File: src/rtl/seq_alu_pkg.sv
// seq_alu_pkg: op-code and FSM state encodings shared by the sequential ALU files
package seq_alu_pkg;
  typedef enum logic [3:0] {
    OP_SLL, OP_SRA, OP_SRL, OP_MUL, OP_DIV, OP_ADD, OP_SUB, OP_AND,
    OP_OR, OP_XOR, OP_NOR, OP_SLT, OP_SLTU, OP_MULU, OP_DIVU, OP_ZERO
  } op_e;
  typedef enum logic [1:0] {S_IDLE, S_MUL, S_DIV} state_e;
endpackage

File: src/rtl/seq_alu_div.sv
// seq_alu_div: restoring divider, one quotient bit per cycle over operand magnitudes
module seq_alu_div #(
  parameter int WIDTH = 32
) (
  input  logic             clk,
  input  logic             rst_n,
  input  logic             start,
  input  logic [WIDTH-1:0] dividend,
  input  logic [WIDTH-1:0] divisor,
  input  logic             signed_mode,
  output logic [WIDTH-1:0] quotient,
  output logic [WIDTH-1:0] remainder,
  output logic             done
);
  localparam int CW = $clog2(WIDTH);
  logic             r_busy, r_qneg, r_rneg, w_ge;
  logic [CW-1:0]    r_cnt;
  logic [WIDTH-1:0] r_q, r_r, r_d, w_q_n, w_r_n, w_diff;
  logic [WIDTH:0]   w_sh;
  assign w_sh      = {r_r, r_q[WIDTH-1]};
  assign w_ge      = w_sh >= {1'b0, r_d};
  assign w_diff    = w_sh[WIDTH-1:0] - r_d;
  assign w_r_n     = w_ge ? w_diff : w_sh[WIDTH-1:0];
  assign w_q_n     = {r_q[WIDTH-2:0], w_ge};
  // done flags the final iteration; results are presented from its next-state values
  assign done      = r_busy && r_cnt == CW'(WIDTH - 1);
  assign quotient  = r_qneg ? -w_q_n : w_q_n;
  assign remainder = r_rneg ? -w_r_n : w_r_n;
  always_ff @(posedge clk or negedge rst_n) begin
    if (!rst_n) begin
      r_busy <= 1'b0;
      r_cnt  <= '0;
      r_q    <= '0;
      r_r    <= '0;
      r_d    <= '0;
      r_qneg <= 1'b0;
      r_rneg <= 1'b0;
    end else if (start) begin
      r_busy <= 1'b1;
      r_cnt  <= '0;
      r_q    <= signed_mode && dividend[WIDTH-1] ? -dividend : dividend;
      r_d    <= signed_mode && divisor[WIDTH-1] ? -divisor : divisor;
      r_r    <= '0;
      r_qneg <= signed_mode && (dividend[WIDTH-1] ^ divisor[WIDTH-1]);
      r_rneg <= signed_mode && dividend[WIDTH-1];
    end else if (r_busy) begin
      r_q    <= w_q_n;
      r_r    <= w_r_n;
      r_cnt  <= r_cnt + 1'b1;
      r_busy <= !done;
    end
  end
endmodule

File: src/rtl/seq_alu.sv
// seq_alu: ALU with single-cycle shift/logic/compare ops and WIDTH-cycle multiply/divide
module seq_alu
  import seq_alu_pkg::*;
#(
  parameter  int WIDTH = 32,
  localparam int SHW   = $clog2(WIDTH)
) (
  input  logic             clk,
  input  logic             rst_n,
  input  logic             start,
  input  logic [3:0]       op,
  input  logic [WIDTH-1:0] x,
  input  logic [WIDTH-1:0] y,
  input  logic [SHW-1:0]   shamt,
  output logic             busy,
  output logic             done,
  output logic [WIDTH-1:0] result,
  output logic [WIDTH-1:0] result2,
  output logic             equal,
  output logic             dbz
);
  state_e             r_state, w_state_n;
  op_e                w_op;
  logic [SHW-1:0]     r_cnt;
  logic               r_done, r_equal, r_dbz, r_eq, r_neg;
  logic [WIDTH-1:0]   r_res, r_res2, r_hi, r_lo, r_mc;
  logic [WIDTH-1:0]   w_res, w_res2, w_hi_n, w_lo_n, w_quo, w_rem;
  logic               w_dbz, w_accept, w_last, w_is_mul, w_is_div, w_sgn, w_div_done;
  logic [WIDTH:0]     w_sum;
  logic [2*WIDTH-1:0] w_prod;
  assign w_op     = op_e'(op);
  assign w_accept = start && r_state == S_IDLE;
  assign w_last   = r_cnt == SHW'(WIDTH - 1);
  assign w_is_mul = w_op == OP_MUL || w_op == OP_MULU;
  assign w_is_div = (w_op == OP_DIV || w_op == OP_DIVU) && y != '0;
  assign w_sgn    = w_op == OP_MUL;
  // shift-add step: {r_hi, r_lo} shifts right while r_lo drains the multiplier bits
  assign w_sum    = {1'b0, r_hi} + (r_lo[0] ? {1'b0, r_mc} : '0);
  assign w_hi_n   = w_sum[WIDTH:1];
  assign w_lo_n   = {w_sum[0], r_lo[WIDTH-1:1]};
  assign w_prod   = r_neg ? -{w_hi_n, w_lo_n} : {w_hi_n, w_lo_n};
  assign busy     = r_state != S_IDLE;
  assign done     = r_done;
  assign result   = r_res;
  assign result2  = r_res2;
  assign equal    = r_equal;
  assign dbz      = r_dbz;
  seq_alu_div #(.WIDTH(WIDTH)) u_div (
    .clk        (clk),
    .rst_n      (rst_n),
    .start      (w_accept && w_is_div),
    .dividend   (x),
    .divisor    (y),
    .signed_mode(w_op == OP_DIV),
    .quotient   (w_quo),
    .remainder  (w_rem),
    .done       (w_div_done)
  );
  // single-cycle results; the DIV/DIVU arm only matters for the divide-by-zero case
  always_comb begin
    w_res  = '0;
    w_res2 = '0;
    w_dbz  = 1'b0;
    case (w_op)
      OP_SLL:          w_res = x << shamt;
      OP_SRA:          w_res = $signed(x) >>> shamt;
      OP_SRL:          w_res = x >> shamt;
      OP_DIV, OP_DIVU: begin
        w_res  = '1;
        w_res2 = x;
        w_dbz  = 1'b1;
      end
      OP_ADD:          w_res = x + y;
      OP_SUB:          w_res = x - y;
      OP_AND:          w_res = x & y;
      OP_OR:           w_res = x | y;
      OP_XOR:          w_res = x ^ y;
      OP_NOR:          w_res = ~(x | y);
      OP_SLT:          w_res = WIDTH'($signed(x) < $signed(y));
      OP_SLTU:         w_res = WIDTH'(x < y);
      default:         w_res = '0;
    endcase
  end
  always_comb begin
    w_state_n = r_state;
    if (r_state == S_IDLE && w_accept) w_state_n = w_is_mul ? S_MUL : w_is_div ? S_DIV : S_IDLE;
    else if (r_state != S_IDLE && w_last) w_state_n = S_IDLE;
  end
  always_ff @(posedge clk or negedge rst_n) begin
    if (!rst_n) begin
      r_state <= S_IDLE;
      r_cnt   <= '0;
      r_done  <= 1'b0;
      r_res   <= '0;
      r_res2  <= '0;
      r_equal <= 1'b0;
      r_dbz   <= 1'b0;
      r_eq    <= 1'b0;
      r_neg   <= 1'b0;
      r_hi    <= '0;
      r_lo    <= '0;
      r_mc    <= '0;
    end else begin
      r_state <= w_state_n;
      r_done  <= 1'b0;
      r_cnt   <= (r_state == S_IDLE || w_last) ? '0 : r_cnt + 1'b1;
      if (w_accept) begin
        r_eq  <= x == y;
        r_hi  <= '0;
        r_lo  <= w_sgn && y[WIDTH-1] ? -y : y;
        r_mc  <= w_sgn && x[WIDTH-1] ? -x : x;
        r_neg <= w_sgn && (x[WIDTH-1] ^ y[WIDTH-1]);
        if (!w_is_mul && !w_is_div) begin
          r_res   <= w_res;
          r_res2  <= w_res2;
          r_dbz   <= w_dbz;
          r_equal <= x == y;
          r_done  <= 1'b1;
        end
      end else if (r_state == S_MUL) begin
        r_hi <= w_hi_n;
        r_lo <= w_lo_n;
        if (w_last) begin
          {r_res2, r_res} <= w_prod;
          r_dbz   <= 1'b0;
          r_equal <= r_eq;
          r_done  <= 1'b1;
        end
      end else if (w_div_done) begin
        r_res   <= w_quo;
        r_res2  <= w_rem;
        r_dbz   <= 1'b0;
        r_equal <= r_eq;
        r_done  <= 1'b1;
      end
    end
  end
endmodule

File: config.mk
export PLATFORM = sky130hd
export DESIGN_NAME = seq_alu
export DESIGN_NICKNAME = d
export VERILOG_FILES = /design/src/rtl/seq_alu_pkg.sv /design/src/rtl/seq_alu_div.sv /design/src/rtl/seq_alu.sv
export SDC_FILE = /design/constraint.sdc
export NUM_CORES = 2
export LEC_CHECK = 0
export BUFFER_PORTS_ARGS = -buffer_cell sky130_fd_sc_hd__buf_2
export CORE_AREA = 2 2 280 282
export DETAILED_ROUTE_END_ITERATION = 8
export DIE_AREA = 0 0 282 284
export PLACE_DENSITY = 0.65
export SLEW_MARGIN = 15
export SYNTH_ARGS = -nofsm -noshare
export SYNTH_HDL_FRONTEND = slang
export SYNTH_HIERARCHICAL = 1
export SYNTH_SLANG_ARGS = --single-unit
File: constraint.sdc
create_clock -name clk -period 6.7 [get_ports clk]
set_input_delay 1.34 -clock clk [delete_from_list [all_inputs] [get_ports clk]]
set_output_delay 1.34 -clock clk [all_outputs]
set_load 0.02 [all_outputs]
; Word-level counts from Yosys, hierarchy flattened
; Cells that the tools add are included.
[totals]
register_bits = 276
in_bits = 76
out_inout_bits = 68
wordCells = 144
[classes]
n_addsub = 11
n_lt_le_gt_ge = 3
n_eq_ne = 20
shift = 3
mux = 54
n_bitwise = 5
n_reduce_logical = 29
[op_table]
columns = operator, n
row1 = $mux 32, 27
row2 = $pmux 32 s12, 1
row3 = $neg 32->32, 4
row4 = $lt 32x32->1, 2
row5 = $mux 64, 1
row6 = $neg 64->64, 1
row7 = $sub 32x32->32, 2
row8 = $add 32x32->33, 1
row9 = $ge 33x32->1, 1
row10 = $add 32x32->32, 1
row11 = $and 32x32->32, 1
row12 = $eq 32x32->1, 1
row13 = $not 32->32, 1
row14 = $or 32x32->32, 1
row15 = $reduce_bool 32->1, 1
row16 = $shl 32x5->32, 1
row17 = $shr 32x5->32, 1
row18 = $sshr 32x5->32, 1
row19 = $xor 32x32->32, 1
row20 = $eq 4x4->1 const B, 7
row21 = $mux 1, 18
row22 = $eq 4x3->1 const B, 4
row23 = $mux 5, 3
row24 = $logic_and 1x1->1, 13
row25 = other kinds (17), 30

; Depth between registers and ports, before layout
[depth]
depth_word = 7
mapped_depth = 27

; By module
; The synthesis kept the hierarchy.
[by_module_without_submodules]
columns = module, n_inst, cells_per_inst, area_each_um2, seq_area_each_um2
row1 = seq_alu, 1, 2834, 20968.9, 4304.1
row2 = seq_alu_div, 1, 1216, 9560.4, 2602.5

; Least setup slack after synthesis
; Ideal clock, no wire load.
[synth_timing]
kind = register to register
startpoint = register u_div.r_r[24]
endpoint = register r_res2[30], in the netlist result2[30]
setup_ps = 121
arrival_time_ps = 4881
required_time_ps = 6579
slack_ps = 1698
stages_incl_launch_ff = 27
n_path_buf = 4
cell_sequence = dfrtp_1 ha_1 buf_2 and3_1 nand3_1 or4_1 a311o_1 nand3_2 buf_2 buf_2 buf_2 nor2_1 a21oi_1 inv_1 ha_1 and3_1 nand2_1 and4b_1 o2111ai_1 o41ai_2 xnor2_1 and3_1 a31oi_1 nand2_1 or3_1 mux2i_1 nor3_1
[synth_between]
elab_chain_cells = 7
[synth_lines]
columns = element, line
row1 = start: declaration, seq_alu_div.sv:18  ; logic [WIDTH-1:0] r_q, r_r, r_d, w_q_n, w_r_n, w_diff;
row2 = start signal: assignment, seq_alu_div.sv:48  ; r_r <= w_r_n;
row3 = $sub 32x32->32 or $ge 33x32->1 (tied branches), "seq_alu_div.sv:22, seq_alu_div.sv:21"
row4 = $mux 32 (*), seq_alu_div.sv:23  ; assign w_r_n = w_ge ? w_diff : w_sh[WIDTH-1:0];
row5 = $neg 32->32, seq_alu_div.sv:28  ; assign remainder = r_rneg ? -w_r_n : w_r_n;
row6 = $mux 32 (*), seq_alu_div.sv:28
row7 = named net w_rem[30], seq_alu.sv:27  ; logic [WIDTH-1:0] w_res, w_res2, w_hi_n, w_lo_n, w_quo, w_rem;
row8 = $mux 32 (*), seq_alu.sv:129  ; end else if (w_div_done) begin
row9 = $mux 32 (*), seq_alu.sv:120  ; end else if (r_state == S_MUL) begin
row10 = $mux 32 (*), seq_alu.sv:107  ; if (w_accept) begin
row11 = end signal: assignment, seq_alu.sv:115  ; r_res2 <= w_res2;
row12 = end signal: assignment, seq_alu.sv:124  ; {r_res2, r_res} <= w_prod;
row13 = end signal: assignment, seq_alu.sv:131  ; r_res2 <= w_rem;
row14 = end: declaration, seq_alu.sv:26  ; logic [WIDTH-1:0] r_res, r_res2, r_hi, r_lo, r_mc;
; The timed path passes the listed nets; every way through them passes the cells marked *. The select of a mux whose other input is x is not followed.
; A chain may end at the register's enable or synchronous reset.

; Worst setup path in the final report
[layout_timing]
startpoint = register u_div.r_r[6]
endpoint = register r_res2[30], in the netlist result2[30]
; The elaborated chain is that of the path after synthesis.

==> results.cfg <==
[global_routing]
antenna_found_initial = 6
grtUsageMet2 = 0.484
track_usage = 0.337
grt_max_degree = 103
globalRouteMet3Util = 0.0874
grt_overflow_total = 0
top_usage_layer = met2
grt_first_pass_wirelength_mm = 203
grt_pass1_vias = 30100
use_met1 = 0.458

[route]
via_per_inst = 6.52
remaining_drc_errors = 0
firstDrtPassIters = 9
wl_per_cell_um = 27.3
num_vias = 33200
wirelength_mm = 139
ant_nets = 0
drt-initial-drc-count = 4469

[place]
dpl.hpwl_mm = 105
pre_cts_slack_ps = 1330
place_congestion = 1.05
port_buffers = 143

[cts]
clock-sinks = 276
cts.repair.resized = 0
path_clk_slew_ps = 60
post_cts_buffers = 0
cts_tree = yes
cts-hold-fix-buffers = 0
htreeDepth = 2
cts_made_buffers = 35
max-clock-path-buffers = 3
cts_root_buffer = clkbuf_16
worstSkewPairLatency_ps = 580

[min_path]
holdPathEnd = dbz
hold_depth = 2
hp-start = dbz
hold_class = reg -> reg

[outcome]
status = completed

[timing]
fmax_mhz = 181
finalHoldViolCount = 0
hold_ws_ps = 471
tightest_slew_ps = 1150
relSlewSlack = 0.225
drv_slew = 0
finalCritPeriodShare = 0.826
setup_tns_ps = 0
rsz0062_at_grt = false
clock-skew-final_ps = 38.7
setup_viol = 0
layout_setup_ws_ps = 1160
finalCriticalPeriod_ps = 5540

[floorplan]
core_area_sq_um = 77000
rows = 102
io_pins = 144
start_util = 0.397
die_w_um = 282
die_y_um = 284
die-area_sq_um = 80100

[synth]
ys_ff_latch = 276
synth_nets = 4301
synth_edf_count = 0
ys_seq_area_frac = 0.226
synth_async_sr_flop_share = 1.00
synth.distinct_cells = 105
syn_avg_cell_area_sq_um = 7.54
synthCells = 4050
synth_ff_type = dfrtp_1
syn_area_sq_um = 30500
ys_warn_count = 6

[setup_path]
crit_slowest_cell = mux2i_1
rrSetupSlack_ps = 1160
path_class = reg -> reg
end_kind = flop
max_stage_delay_ps = 670
timing.rr.end = result2[30]
startpoint = u_div/r_r[6]
required_ps = 7160
crit_chain = ha_1, nand2_1, o21ai_0, a21oi_1, a311o_1, nand3_2, buf_4, mux2i_1, nand4_1, o41ai_2, xnor2_1, and3_1, a31oi_1, nand2_1, or3_1, mux2i_1, nor3_1
worstRegToRegCells = 17
path_max_fanout = 45
critPathLaunchType = flop
worstPathArrival_ps = 6000
r2r_start = u_div/r_r[6]

[cells_and_area]
fillerInstances = 7938
drive_above_1_share = 0.101
nNetsFinal = 4275
syn2layout_area_growth_pct = 9.01

[power]
peakVddDrop_v = 0.000267
p_leak_uw = 0.0139
p_per_area_nw_per_um2 = 440

[flow_run]
cap_violations = 0
==> how the worst max path moves through the flow <==
stage	to
floorplan	result2[30]
global placement	result[0]
detailed placement	result2[30]
CTS	result2[30]
global route	result2[30]
finish	result2[30]
==> registers in the layout (all words and copies together) (netlist names) <==
register,cells
r_lo,32
r_mc,32
u_div/r_d,32
r_neg,1
r_state,2
result2,32
equal,1
u_div/r_cnt,5
u_div/r_r,32
r_hi,32
r_eq,1
done,1
u_div/r_q,32
u_div/r_rneg,1
u_div/r_busy,1
result,32
dbz,1
u_div/r_qneg,1
r_cnt,5
==> power by group <==
part | switching, uW | total, uW | internal [uW] | leakage, uW
clock network | 820 | 1950 | 1130 | 0.000568
registers | 891 | 3310 | 2420 | 0.00335
logic | 6160 | 9370 | 3210 | 0.00997
==> metrics by stage <==
stage / std cells / power (uW) / util / cell area [sq um]
after global placement: 5027 / 12300 / 0.417 / 32100
after global routing: 5089 / 15400 / 0.432 / 33300
after CTS: 5089 / 14300 / 0.432 / 33300
final: 5091 / 14600 / 0.432 / 33300
after detailed placement: 5027 / 12400 / 0.417 / 32100
after floorplan: 4050 / 9250 / - / 30500
==> cell usage in the layout (no fill, tap or decap), drive strengths merged, types with 29 or more instances in the layout <==
cell type and instances:
or3 29, a221oi 31, a211oi 65, nor4 44, xnor2 184, a21o 56
clkbuf 50, o31ai 55, nor2 410, a21oi 333, nand2b 37, o41ai 33
o211ai 30, and2 49, o21ai 364, dfrtp 276, xor2 122, a22oi 44
a31oi 59, mux4 31, nand2 406, and3 37, mux2i 115, nand4 34
inv 173, ha 171, buf 226, o22ai 41, nor3 82, nand3 110
==> synth_stat cells, types with 16 or more instances <==
library cell,instances,area [sq um]
nor2_1,408,1530
nand2_1,406,1520
o21ai_0,355,1780
a21oi_1,333,1670
dfrtp_1,276,6910
clkbuf_1,226,848
xnor2_1,184,1610
ha_1,171,2140
inv_1,168,631
xor2_1,122,1070
mux2i_1,115,1150
nand3_1,109,546
nor3_1,82,410
a211oi_1,65,488
a31oi_1,59,369
a21o_1,56,420
o31ai_1,55,413
and2_1,48,300
a22oi_1,44,330
o22ai_1,41,257
nor4_1,40,250
buf_1,39,146
nand2b_1,37,231
and3_1,36,225
nand4_1,32,200
mux4_2,31,698
a221oi_1,29,254
o211ai_1,29,218
o41ai_1,29,254
or3_1,26,163
o21bai_1,25,188
a221o_1,21,210
or4_1,21,158
nor2b_1,20,125
o2111ai_1,19,166
o221ai_1,18,158
or2_2,16,100
==> layout make-up <==
type | count | area, sq um | share of cell area
multi-input cells | 3314 | 21900 | 0.658
flip-flops and latches | 276 | 6910 | 0.208
repair buffers | 226 | 1380 | 0.0414
well taps | 1040 | 1300 | 0.0391
clock buffers | 50 | 1040 | 0.0314
inverters | 171 | 644 | 0.0194
clock inverters | 12 | 113 | 0.00338
diodes | 2 | 5.00 | 0.000150
==> logic make-up (layout without fill, tap and decap cells) <==
kind of cell,Yosys count,after routing,share of synthesized area
adder cells (fa/ha/maj),175,175,0.0727
buffers and inverters,460,459,0.0596
other,0,2,0
multiplexers,157,157,0.0646
AO/OA/AOI/OAI,1330,1330,0.280
XOR/XNOR,306,306,0.0878
AND/OR/NAND/NOR,1346,1346,0.209
flip-flops,276,276,0.226
==> per-layer routing <==
layer  wire (um)  share of wire
met1       56500           0.41
met2       57200           0.41
met3       16500           0.12
met4        9020          0.065
met5          20        0.00014
==> worst max-delay path, delay by kind of cell (launching register included) <==
family          cells  cell delay, ps
flops               1             440
fa+ha+maj           1             570
compound gates      5            1820
xor+xnor            1             130
buf+inv             1             560
mux                 2             810
simple gates        7            1070
Note: power is estimated with default switching activity, not from simulation.
